==> config.mk <==
export PLATFORM = sky130hd
export DESIGN_NAME = cache_fill_fsm_flat
export DESIGN_NICKNAME = d
export VERILOG_FILES = /design/src/rtl/cache_fill_pkg.sv /design/src/rtl/cache_fill_fsm_if.sv /design/src/rtl/block_word_counter.sv /design/src/rtl/cache_fill_fsm.sv /design/src/flat_wrapper.sv
export SDC_FILE = /design/constraint.sdc
export NUM_CORES = 1
export LEC_CHECK = 0
export ABC_AREA = 1
export CAP_MARGIN = 20
export CORE_MARGIN = 2
export CORE_UTILIZATION = 25
export DETAILED_ROUTE_END_ITERATION = 16
export PLACE_DENSITY = 0.69
export SETUP_SLACK_MARGIN = 0.1
export SLEW_MARGIN = 20
export SYNTH_ARGS = -nofsm -noshare
export SYNTH_HDL_FRONTEND = slang
export SYNTH_SLANG_ARGS = --single-unit
==> constraint.sdc <==
create_clock -name clk -period 1.3 [get_ports clk]
set_input_delay 0.39 -clock clk [delete_from_list [all_inputs] [get_ports clk]]
set_output_delay 0.39 -clock clk [all_outputs]
set_load 0.1 [all_outputs]
==> src/rtl/cache_fill_pkg.sv <==
// Shared types and constants for the cache miss-fill engine.
//   fill_state_e      : fill engine state (IDLE / FILL)
//   CACHE_SEL_I/_D    : cache_sel encodings
//   BLOCK_OFFSET_MASK : clears the in-block byte offset of a 16-byte block
//   WORD_W            : memory / cache word width
//   block_addr()      : byte address of a word within a block
package cache_fill_pkg;

  typedef enum logic {
    IDLE = 1'b0,
    FILL = 1'b1
  } fill_state_e;

  localparam logic        CACHE_SEL_I       = 1'b0;
  localparam logic        CACHE_SEL_D       = 1'b1;
  localparam logic [15:0] BLOCK_OFFSET_MASK = 16'hFFF0;
  localparam int unsigned WORD_W            = 16;

  // Word index never carries into the block base: the base has its low
  // four bits clear, so OR-ing the offset in is exact.
  function automatic logic [15:0] block_addr(input logic [15:0] base,
                                             input logic [2:0]  word);
    return base | {12'h000, word, 1'b0};
  endfunction

endpackage

==> src/rtl/cache_fill_fsm_if.sv <==
// Miss/memory/cache-write bundle of the cache fill engine.
//   master : the fill engine (drives stall, memory request, cache writes)
//   slave  : the environment (caches raise misses, memory returns data)
interface cache_fill_fsm_if;
  import cache_fill_pkg::*;

  logic              i_miss;
  logic [15:0]       i_miss_addr;
  logic              d_miss;
  logic [15:0]       d_miss_addr;
  logic              stall;
  logic              mem_en;
  logic [15:0]       mem_addr;
  logic [WORD_W-1:0] mem_data_in;
  logic              mem_data_valid;
  logic              cache_sel;
  logic              cache_wr_en;
  logic [2:0]        cache_wr_word;
  logic [WORD_W-1:0] cache_wr_data;
  logic              tag_wr_en;
  logic              fill_done;

  modport master (
    input  i_miss, i_miss_addr, d_miss, d_miss_addr, mem_data_in, mem_data_valid,
    output stall, mem_en, mem_addr, cache_sel, cache_wr_en, cache_wr_word,
           cache_wr_data, tag_wr_en, fill_done
  );

  modport slave (
    output i_miss, i_miss_addr, d_miss, d_miss_addr, mem_data_in, mem_data_valid,
    input  stall, mem_en, mem_addr, cache_sel, cache_wr_en, cache_wr_word,
           cache_wr_data, tag_wr_en, fill_done
  );

endinterface

==> src/rtl/block_word_counter.sv <==
// Modular word-index counter for walking a cache block.
//   clk, rst_n : clock, asynchronous active-low reset
//   load       : start a new walk at load_word (takes priority over en)
//   load_word  : first word of the walk
//   en         : advance to the next word (wraps modulo 2**W)
//   word       : current word index
//   last       : current word is the final one of the walk (start - 1)
module block_word_counter #(
  parameter int unsigned W = 3
) (
  input  logic         clk,
  input  logic         rst_n,
  input  logic         load,
  input  logic [W-1:0] load_word,
  input  logic         en,
  output logic [W-1:0] word,
  output logic         last
);

  logic [W-1:0] word_q, word_d;
  logic [W-1:0] start_q, start_d;
  logic [W-1:0] end_word;

  always_comb begin
    word_d  = word_q;
    start_d = start_q;
    if (load) begin
      word_d  = load_word;
      start_d = load_word;
    end else if (en) begin
      word_d = word_q + W'(1);
    end
  end

  always_ff @(posedge clk or negedge rst_n) begin
    if (!rst_n) begin
      word_q  <= '0;
      start_q <= '0;
    end else begin
      word_q  <= word_d;
      start_q <= start_d;
    end
  end

  assign end_word = start_q - W'(1);
  assign word     = word_q;
  assign last     = (word_q == end_word);

endmodule

==> src/rtl/cache_fill_fsm.sv <==
// Miss-service engine behind the I- and D-caches. Arbitrates a pending
// miss (D over I), issues one memory read per block word on consecutive
// cycles, streams returned words into the selected cache's data array and
// writes the tag with the last word. Holds stall while a fill is pending.
//   clk, rst_n : clock, asynchronous active-low reset
//   bus        : cache_fill_fsm_if.master (misses, memory port, cache writes)
// Parameters: WORDS_PER_BLOCK (must be 8), MEM_LATENCY (fixed memory latency;
// the engine is latency-agnostic and simply counts returned words).
// Build option: define CACHE_FILL_CRITICAL_WORD_FIRST_EN to start both the
// issue and receive walks at the missing word instead of word 0.
module cache_fill_fsm
  import cache_fill_pkg::*;
#(
  parameter int unsigned WORDS_PER_BLOCK = 8,
  parameter int unsigned MEM_LATENCY     = 4
) (
  input logic              clk,
  input logic              rst_n,
  cache_fill_fsm_if.master bus
);

  localparam int unsigned IDX_W = $clog2(WORDS_PER_BLOCK);

  if (WORDS_PER_BLOCK != 8 || MEM_LATENCY == 0) begin : g_bad_params
    $error("cache_fill_fsm: WORDS_PER_BLOCK must be 8 and MEM_LATENCY nonzero");
  end

  fill_state_e state_q, state_d;
  logic        sel_q, sel_d;
  logic [15:0] base_q, base_d;
  logic        mem_en_q, mem_en_d;
  logic [15:0] mem_addr_q, mem_addr_d;

  logic             miss_any;
  logic [15:0]      miss_addr;
  logic [15:0]      miss_base;
  logic [IDX_W-1:0] start_word;
  logic             ctr_load;
  logic             issue_en;
  logic [IDX_W-1:0] issue_word;
  logic [IDX_W-1:0] issue_next;
  logic             issue_last;
  logic             rx_en;
  logic [IDX_W-1:0] rx_word;
  logic             rx_last;
  logic             wr_en;
  logic             tag_wr;

  // Issue counter holds the word currently presented on mem_addr; the first
  // request is launched straight from the IDLE transition so mem_en rises
  // the cycle after the miss is sampled.
  block_word_counter #(.W(IDX_W)) u_issue_ctr (
    .clk       (clk),
    .rst_n     (rst_n),
    .load      (ctr_load),
    .load_word (start_word),
    .en        (issue_en),
    .word      (issue_word),
    .last      (issue_last)
  );

  block_word_counter #(.W(IDX_W)) u_rx_ctr (
    .clk       (clk),
    .rst_n     (rst_n),
    .load      (ctr_load),
    .load_word (start_word),
    .en        (rx_en),
    .word      (rx_word),
    .last      (rx_last)
  );

  always_comb begin
    miss_any  = bus.d_miss | bus.i_miss;
    miss_addr = bus.d_miss ? bus.d_miss_addr : bus.i_miss_addr;
    miss_base = miss_addr & BLOCK_OFFSET_MASK;
`ifdef CACHE_FILL_CRITICAL_WORD_FIRST_EN
    start_word = miss_addr[IDX_W:1];
`else
    start_word = '0;
`endif
    issue_next = issue_word + IDX_W'(1);

    state_d    = state_q;
    sel_d      = sel_q;
    base_d     = base_q;
    mem_en_d   = 1'b0;
    mem_addr_d = '0;
    ctr_load   = 1'b0;
    issue_en   = 1'b0;
    rx_en      = 1'b0;
    wr_en      = 1'b0;
    tag_wr     = 1'b0;

    case (state_q)
      IDLE: begin
        if (miss_any) begin
          state_d    = FILL;
          sel_d      = bus.d_miss ? CACHE_SEL_D : CACHE_SEL_I;
          base_d     = miss_base;
          ctr_load   = 1'b1;
          mem_en_d   = 1'b1;
          mem_addr_d = block_addr(miss_base, start_word);
        end
      end
      FILL: begin
        if (mem_en_q && !issue_last) begin
          issue_en   = 1'b1;
          mem_en_d   = 1'b1;
          mem_addr_d = block_addr(base_q, issue_next);
        end
        if (bus.mem_data_valid) begin
          wr_en = 1'b1;
          rx_en = 1'b1;
          if (rx_last) begin
            tag_wr  = 1'b1;
            state_d = IDLE;
          end
        end
      end
      default: state_d = IDLE;
    endcase
  end

  always_ff @(posedge clk or negedge rst_n) begin
    if (!rst_n) begin
      state_q    <= IDLE;
      sel_q      <= CACHE_SEL_I;
      base_q     <= '0;
      mem_en_q   <= 1'b0;
      mem_addr_q <= '0;
    end else begin
      state_q    <= state_d;
      sel_q      <= sel_d;
      base_q     <= base_d;
      mem_en_q   <= mem_en_d;
      mem_addr_q <= mem_addr_d;
    end
  end

  assign bus.stall         = (state_q != IDLE) | bus.i_miss | bus.d_miss;
  assign bus.mem_en        = mem_en_q;
  assign bus.mem_addr      = mem_addr_q;
  assign bus.cache_sel     = sel_q;
  assign bus.cache_wr_en   = wr_en;
  assign bus.cache_wr_word = rx_word;
  assign bus.cache_wr_data = bus.mem_data_in;
  assign bus.tag_wr_en     = tag_wr;
  assign bus.fill_done     = tag_wr;

endmodule

==> src/flat_wrapper.sv <==
// flat-port wrapper written by rule: the top's interface ports become plain ports
module cache_fill_fsm_flat import cache_fill_pkg::*;
#(
  parameter int unsigned WORDS_PER_BLOCK = 8,
  parameter int unsigned MEM_LATENCY     = 4
)
  (clk, rst_n, bus_i_miss, bus_i_miss_addr, bus_d_miss, bus_d_miss_addr, bus_mem_data_in, bus_mem_data_valid, bus_stall, bus_mem_en, bus_mem_addr, bus_cache_sel, bus_cache_wr_en, bus_cache_wr_word, bus_cache_wr_data, bus_tag_wr_en, bus_fill_done);
  cache_fill_fsm_if bus_i ();
  input logic clk;
  input logic rst_n;
  input wire logic [$bits(bus_i.i_miss)-1:0] bus_i_miss;
  input wire logic [$bits(bus_i.i_miss_addr)-1:0] bus_i_miss_addr;
  input wire logic [$bits(bus_i.d_miss)-1:0] bus_d_miss;
  input wire logic [$bits(bus_i.d_miss_addr)-1:0] bus_d_miss_addr;
  input wire logic [$bits(bus_i.mem_data_in)-1:0] bus_mem_data_in;
  input wire logic [$bits(bus_i.mem_data_valid)-1:0] bus_mem_data_valid;
  output wire logic [$bits(bus_i.stall)-1:0] bus_stall;
  output wire logic [$bits(bus_i.mem_en)-1:0] bus_mem_en;
  output wire logic [$bits(bus_i.mem_addr)-1:0] bus_mem_addr;
  output wire logic [$bits(bus_i.cache_sel)-1:0] bus_cache_sel;
  output wire logic [$bits(bus_i.cache_wr_en)-1:0] bus_cache_wr_en;
  output wire logic [$bits(bus_i.cache_wr_word)-1:0] bus_cache_wr_word;
  output wire logic [$bits(bus_i.cache_wr_data)-1:0] bus_cache_wr_data;
  output wire logic [$bits(bus_i.tag_wr_en)-1:0] bus_tag_wr_en;
  output wire logic [$bits(bus_i.fill_done)-1:0] bus_fill_done;
  assign bus_i.i_miss = bus_i_miss;
  assign bus_i.i_miss_addr = bus_i_miss_addr;
  assign bus_i.d_miss = bus_d_miss;
  assign bus_i.d_miss_addr = bus_d_miss_addr;
  assign bus_i.mem_data_in = bus_mem_data_in;
  assign bus_i.mem_data_valid = bus_mem_data_valid;
  assign bus_stall = bus_i.stall;
  assign bus_mem_en = bus_i.mem_en;
  assign bus_mem_addr = bus_i.mem_addr;
  assign bus_cache_sel = bus_i.cache_sel;
  assign bus_cache_wr_en = bus_i.cache_wr_en;
  assign bus_cache_wr_word = bus_i.cache_wr_word;
  assign bus_cache_wr_data = bus_i.cache_wr_data;
  assign bus_tag_wr_en = bus_i.tag_wr_en;
  assign bus_fill_done = bus_i.fill_done;
  cache_fill_fsm #(.WORDS_PER_BLOCK(WORDS_PER_BLOCK), .MEM_LATENCY(MEM_LATENCY)) u_core (.clk(clk), .rst_n(rst_n), .bus(bus_i));
endmodule
== Yosys cells after proc, flatten, opt, wreduce, memory -nomap -nowiden ==
Cells that the tools add are included.

* Flip-flop bits (word level): 37
* Logic and storage cells: 43
* Output and inout port bits: 41
* Input port bits: 53

* Bitwise logic cells: 5
* Muxes and demuxes: 22
* Reductions and logical operators: 5
* Equality and inequality tests: 2
* Add/subtract/negate cells: 2

{| class="wikitable"
|+ Operators by type and width
! kind !! count
|-
| 2-to-1 mux 16 bit || 3
|-
| case mux 16 bit (2 select lines) || 1
|-
| bitwise OR 16 x 4 -> 16 bit || 1
|-
| 2-to-1 mux 1 bit || 12
|-
| 2-to-1 mux 3 bit || 4
|-
| adder 3 x 1 -> 3 bit, second input constant || 2
|-
| == test 3 bit, second input constant || 2
|-
| case mux 1 bit (2 select lines) || 2
|-
| nonzero test 2 bit || 2
|-
| bitwise OR 1 bit || 3
|-
| AND reduction 2 bit || 1
|-
| logical AND 1 bit || 1
|-
| logical NOT 1 bit || 1
|-
| NOT 1 bit || 1
|}

== Depth between registers and ports, before layout ==
* Word-level depth: 7
* Depth in mapped cells: 8
* Mapped depth without buffers: 7

== By module ==
From an unflattened synthesis, not the netlist that was laid out.

* Cell total of the unflattened synthesis: 265
* Area total of the unflattened synthesis: 2088.3 um^2

{| class="wikitable"
|+ By module, submodules not included
! module !! area an instance (um^2) !! cells an instance !! times used !! seq. area each (um^2)
|-
| cache_fill_fsm || 1420.1 || 177 || 1 || 750.7
|-
| block_word_counter || 334.1 || 44 || 2 || 150.1
|}

== Least setup slack after synthesis ==
Ideal clock, no wire load.

* Path type: register -> output
* From: register u_core.u_rx_ctr.word_q[0] (netlist: u_core.u_rx_ctr.word[0])
* To: output port bus_tag_wr_en
* Path slack: -2.288 ns
* Cell stages (with the launch flop): 6
* Required time: 0.910 ns
* Arrival time: 3.198 ns
* Path buffers: 1
* Cells stage by stage: dfrtp_1 -> ha_1 -> ha_1 -> nand2_1 -> nor2_1 -> buf_4

* Cells in the longest elaborated chain, start to end: 4

{| class="wikitable"
|+ Ends and longest elaborated chain
! what !! RTL line !! text
|-
| start, declared || block_word_counter.sv:20 || <nowiki>logic [W-1:0] word_q, word_d;</nowiki>
|-
| start signal, assigned || block_word_counter.sv:40 || <nowiki>word_q <= word_d;</nowiki>
|-
| == test 3 bit || block_word_counter.sv:47 || <nowiki>assign last = (word_q == end_word);</nowiki>
|-
| 2-to-1 mux 1 bit || cache_fill_fsm.sv:114 || <nowiki>if (rx_last) begin</nowiki>
|-
| 2-to-1 mux 1 bit || cache_fill_fsm.sv:111 || <nowiki>if (bus.mem_data_valid) begin</nowiki>
|-
| 2-to-1 mux 1 bit || cache_fill_fsm.sv:94 || <nowiki>case (state_q)</nowiki>
|-
| end, declared || flat_wrapper.sv:24 || <nowiki>output wire logic [$bits(bus_i.tag_wr_en)-1:0] bus_tag_wr_en;</nowiki>
|}

Every way passes these cells.

== Worst setup path after layout ==
Same ends and word-level chain as after synthesis.

==> results.md <==
- Filler Cell Count: 592
- TritonCTS sink count: 36
- Arrival time at the worst endpoint: 1.38 ns
- Non-filler instance count after layout: 335
- Layout Nets: 314
- DR DRC count: 5
- Largest cells by area after synthesis: dfrtp_1 54%, nand2_1 20%, buf_4 9.4%, inv_1 4.3%, ha_1 3.0%
- ANT nets after route: 0
- Maximum level of the CTS H-tree: 2
- Library cell occupying the most area in the post-synthesis netlist: dfrtp_1
- Number of hold violations in the final report: 0
- Post-synthesis cell area: 1670 um^2
- Vias in the first global route: 1430
- Fraction of final layout cells with drive strength greater than 1: 0.446
- Die height: 85.8 um
- Number of buffers inserted by port buffering: 52
- Placed insts: 316
- Detailed-placement wirelength estimate: 2.83 mm
- RePlAce Congestion: 0.675
- CP Data Required Time: 0.91 ns
- DRT Pass-1 Iters: 13
- Hold slack: 0.0579 ns
- GRT Overall Usage: 0.116
- Post-route worst setup slack: -0.468 ns
- Sequential share of the synthesized area: 0.539
- Number of warnings issued by yosys: 0
- Share of the clock period used by the worst path: 1.36
- Die footprint: 7360 um^2
- Time the worst path needs with I/O delays and setup: 1.77 ns
- Number of DRC markers after the initial detailed-route iteration: 57
- Final core area utilization: 0.454
- Remaining global-route overflow: 0
- Unrepaired setup endpoints after global routing: yes
- Area grow syn2layout: 74.3%
- Static power due to leakage: 1.46 nW
- Average cell area after synthesis: 8.36 um^2
- Mapped Nets: 257
- Core Area: 6420 um^2
- Power density over cell area: 2450 nW/um^2
- Average vias per placed instance: 4.13
- Post-CTS Hold Buffers: 0
- Wire length of the first global-routing pass: 6.62 mm
- Critical path endpoint category: output pin
- Pins Over Slew Limit: 0
- Crit path launch: u_core.u_rx_ctr.word[0]$_DFFE_PN0P_
- Clock Tree Root: clkbuf_8
- Worst-path maximum fanout: 3
- Number of cells on the worst reg-to-reg path: 7
- Max Clock Skew: 0.0107 ns
- I/O pin cnt: 94
- Path class of the lowest-slack min-delay path: in -> async
- Yosys top cell area share: 0.539
- Fmax achieved: 566 MHz
- Cell row count: 29
- Post-Layout Inst Area: 2910 um^2
- Critical register-to-register path startpoint: u_core.u_issue_ctr.word[1]$_DFFE_PN0P_
- Number of standard cells after synthesis: 200
- DP Area: 2570 um^2
- Critical path start-end classification: reg -> out
- Number of clock buffers inserted by TritonCTS: 5
- FF+latch count, synth: 36
- Design Power: 0.00713 W
- Worst VDD drop: 0.700 mV
- Max-capacitance violation count: 0
- Max Root-Sink Buffers: 2
- TritonCTS clock tree: built
- Clock insertion delay at the later pin of the skew report: 0.29 ns
- Count of different cell masters after synthesis: 15
- Run status: complete, but fails checks
- Pin count of the biggest net entering global routing: 37
- Startpoint Class: register
- Detailed-route wire length: 4.11 mm
- Routed wire length per instance: 12.3 um
- Reg clk slew, reported paths: 0.08 ns
- Initial core utilization: 0.260
- Violations in the final reports: DRC, setup timing
- Diode insertion count for antenna repair: 0
- Total number of vias: 1385
- Chip width: 85.8 um
- Final Setup Violations: 25
- Antenna violations before repair: 0
## Yosys cell counts (all sizes together)
| cell | number |
|---|---|
| a21oi | 1 |
| buf | 25 |
| conb | 1 |
| dfrtp | 36 |
| ha | 4 |
| inv | 19 |
| nand2 | 89 |
| nand3 | 7 |
| nor2 | 4 |
| o21ai | 13 |
| or2 | 1 |
## where the power goes
group | switching (W) | internal (W)
Combinational | 0.00255 | 0.00161
Clock | 0.000400 | 0.000569
Sequential | 0.000380 | 0.00162
## cell usage in the layout, fill, tap and decap left out, types with 2 or more instances in the layout
cell | synthesis | routed
nor2_4 | 0 | 4
o21ai_1 | 7 | 7
dfrtp_4 | 0 | 3
buf_12 | 0 | 26
nand3_1 | 6 | 6
buf_6 | 0 | 6
nand2_4 | 0 | 7
buf_4 | 21 | 14
clkdlybuf4s50_1 | 0 | 24
nand2_2 | 0 | 15
inv_2 | 0 | 3
ha_4 | 0 | 3
nand2_1 | 89 | 66
clkbuf_8 | 0 | 5
dlygate4sd2_1 | 0 | 2
o21ai_0 | 6 | 6
inv_1 | 19 | 13
dfrtp_2 | 0 | 17
dfrtp_1 | 36 | 16
## logic make-up (layout without fill, tap and decap cells)
group           after synthesis  after routing  share of synthesized area
simple gates                101            101                      0.238
compound gates               14             14                     0.0419
buf+inv                      44            102                      0.149
other cells                   1              1                    0.00224
fa+ha+maj                     4              4                     0.0299
flops                        36             36                      0.539
## worst max-delay path: stages, from the launching register on
cell and delay (ns):
dfrtp_4 0.43, ha_4 0.14, ha_4 0.13, nand2_4 0.04, nor2_4 0.16, buf_12 0.20
## layer usage
| metal | track usage | up-vias | part of all wire |
|---|---|---|---|
| met5 | 0 | - | 0 |
| met1 | 0.127 | 655 | 0.36 |
| li1 | - | 696 | - |
| met3 | 0.0279 | 7 | 0.044 |
| met2 | 0.214 | 27 | 0.58 |
| met4 | 0.0491 | 0 | 0.017 |
## sequential cells by signal, indices dropped and copies added (netlist names)
register / count
u_core.bus.mem_addr: 15
u_core.bus.mem_en: 1
u_core.u_issue_ctr.word: 3
u_core.u_rx_ctr.word: 3
u_core.bus.cache_sel: 1
u_core.base_q: 12
u_core.state_q: 1
## worst paths after layout
kind	endpoint	slack (ns)
setup reg to reg	u_core.bus.mem_addr[10]$_DFF_PN0_	-0.03
hold reg to reg	u_core.bus.mem_addr[14]$_DFF_PN0_	0.48
max in group asynchronous	u_core.u_rx_ctr.word[1]$_DFFE_PN0P_	1.04
hold / removal	u_core.bus.mem_addr[14]$_DFF_PN0_	0.06
setup / recovery	bus_tag_wr_en	-0.47
min in group clk	u_core.bus.mem_addr[14]$_DFF_PN0_	0.48
## per-stage QoR
step                      worst slack [ns]  TNS [ns]
after floorplan                     -0.854     -1.99
after global placement              -0.638    -20.23
after detailed placement            -0.709    -22.24
after CTS                           -0.470     -2.51
after global routing                -0.506     -4.07
final                               -0.468     -2.76
## final cells by class
type                            instances  area, um^2  share of cell area
Sequential cell                        36         933               0.320
Clock inverter                          2        35.0              0.0120
Tap cell                               77        96.3              0.0331
Timing Repair inverter                  1        11.3             0.00386
Clock buffer                            6        72.6              0.0249
Inverter                               19        90.1              0.0309
Timing Repair Buffer                   74         966               0.331
Multi-Input combinational cell        120         709               0.243
## timing repair
item	in CTS	in global routing
cloned	1	0
setup buffers	6	4
endpoints found under the hold margin	0	0
pin swaps	27	14
gates resized for setup	31	24
setup endpoints to repair	59	59
Power figures use the tool's default switching activity.
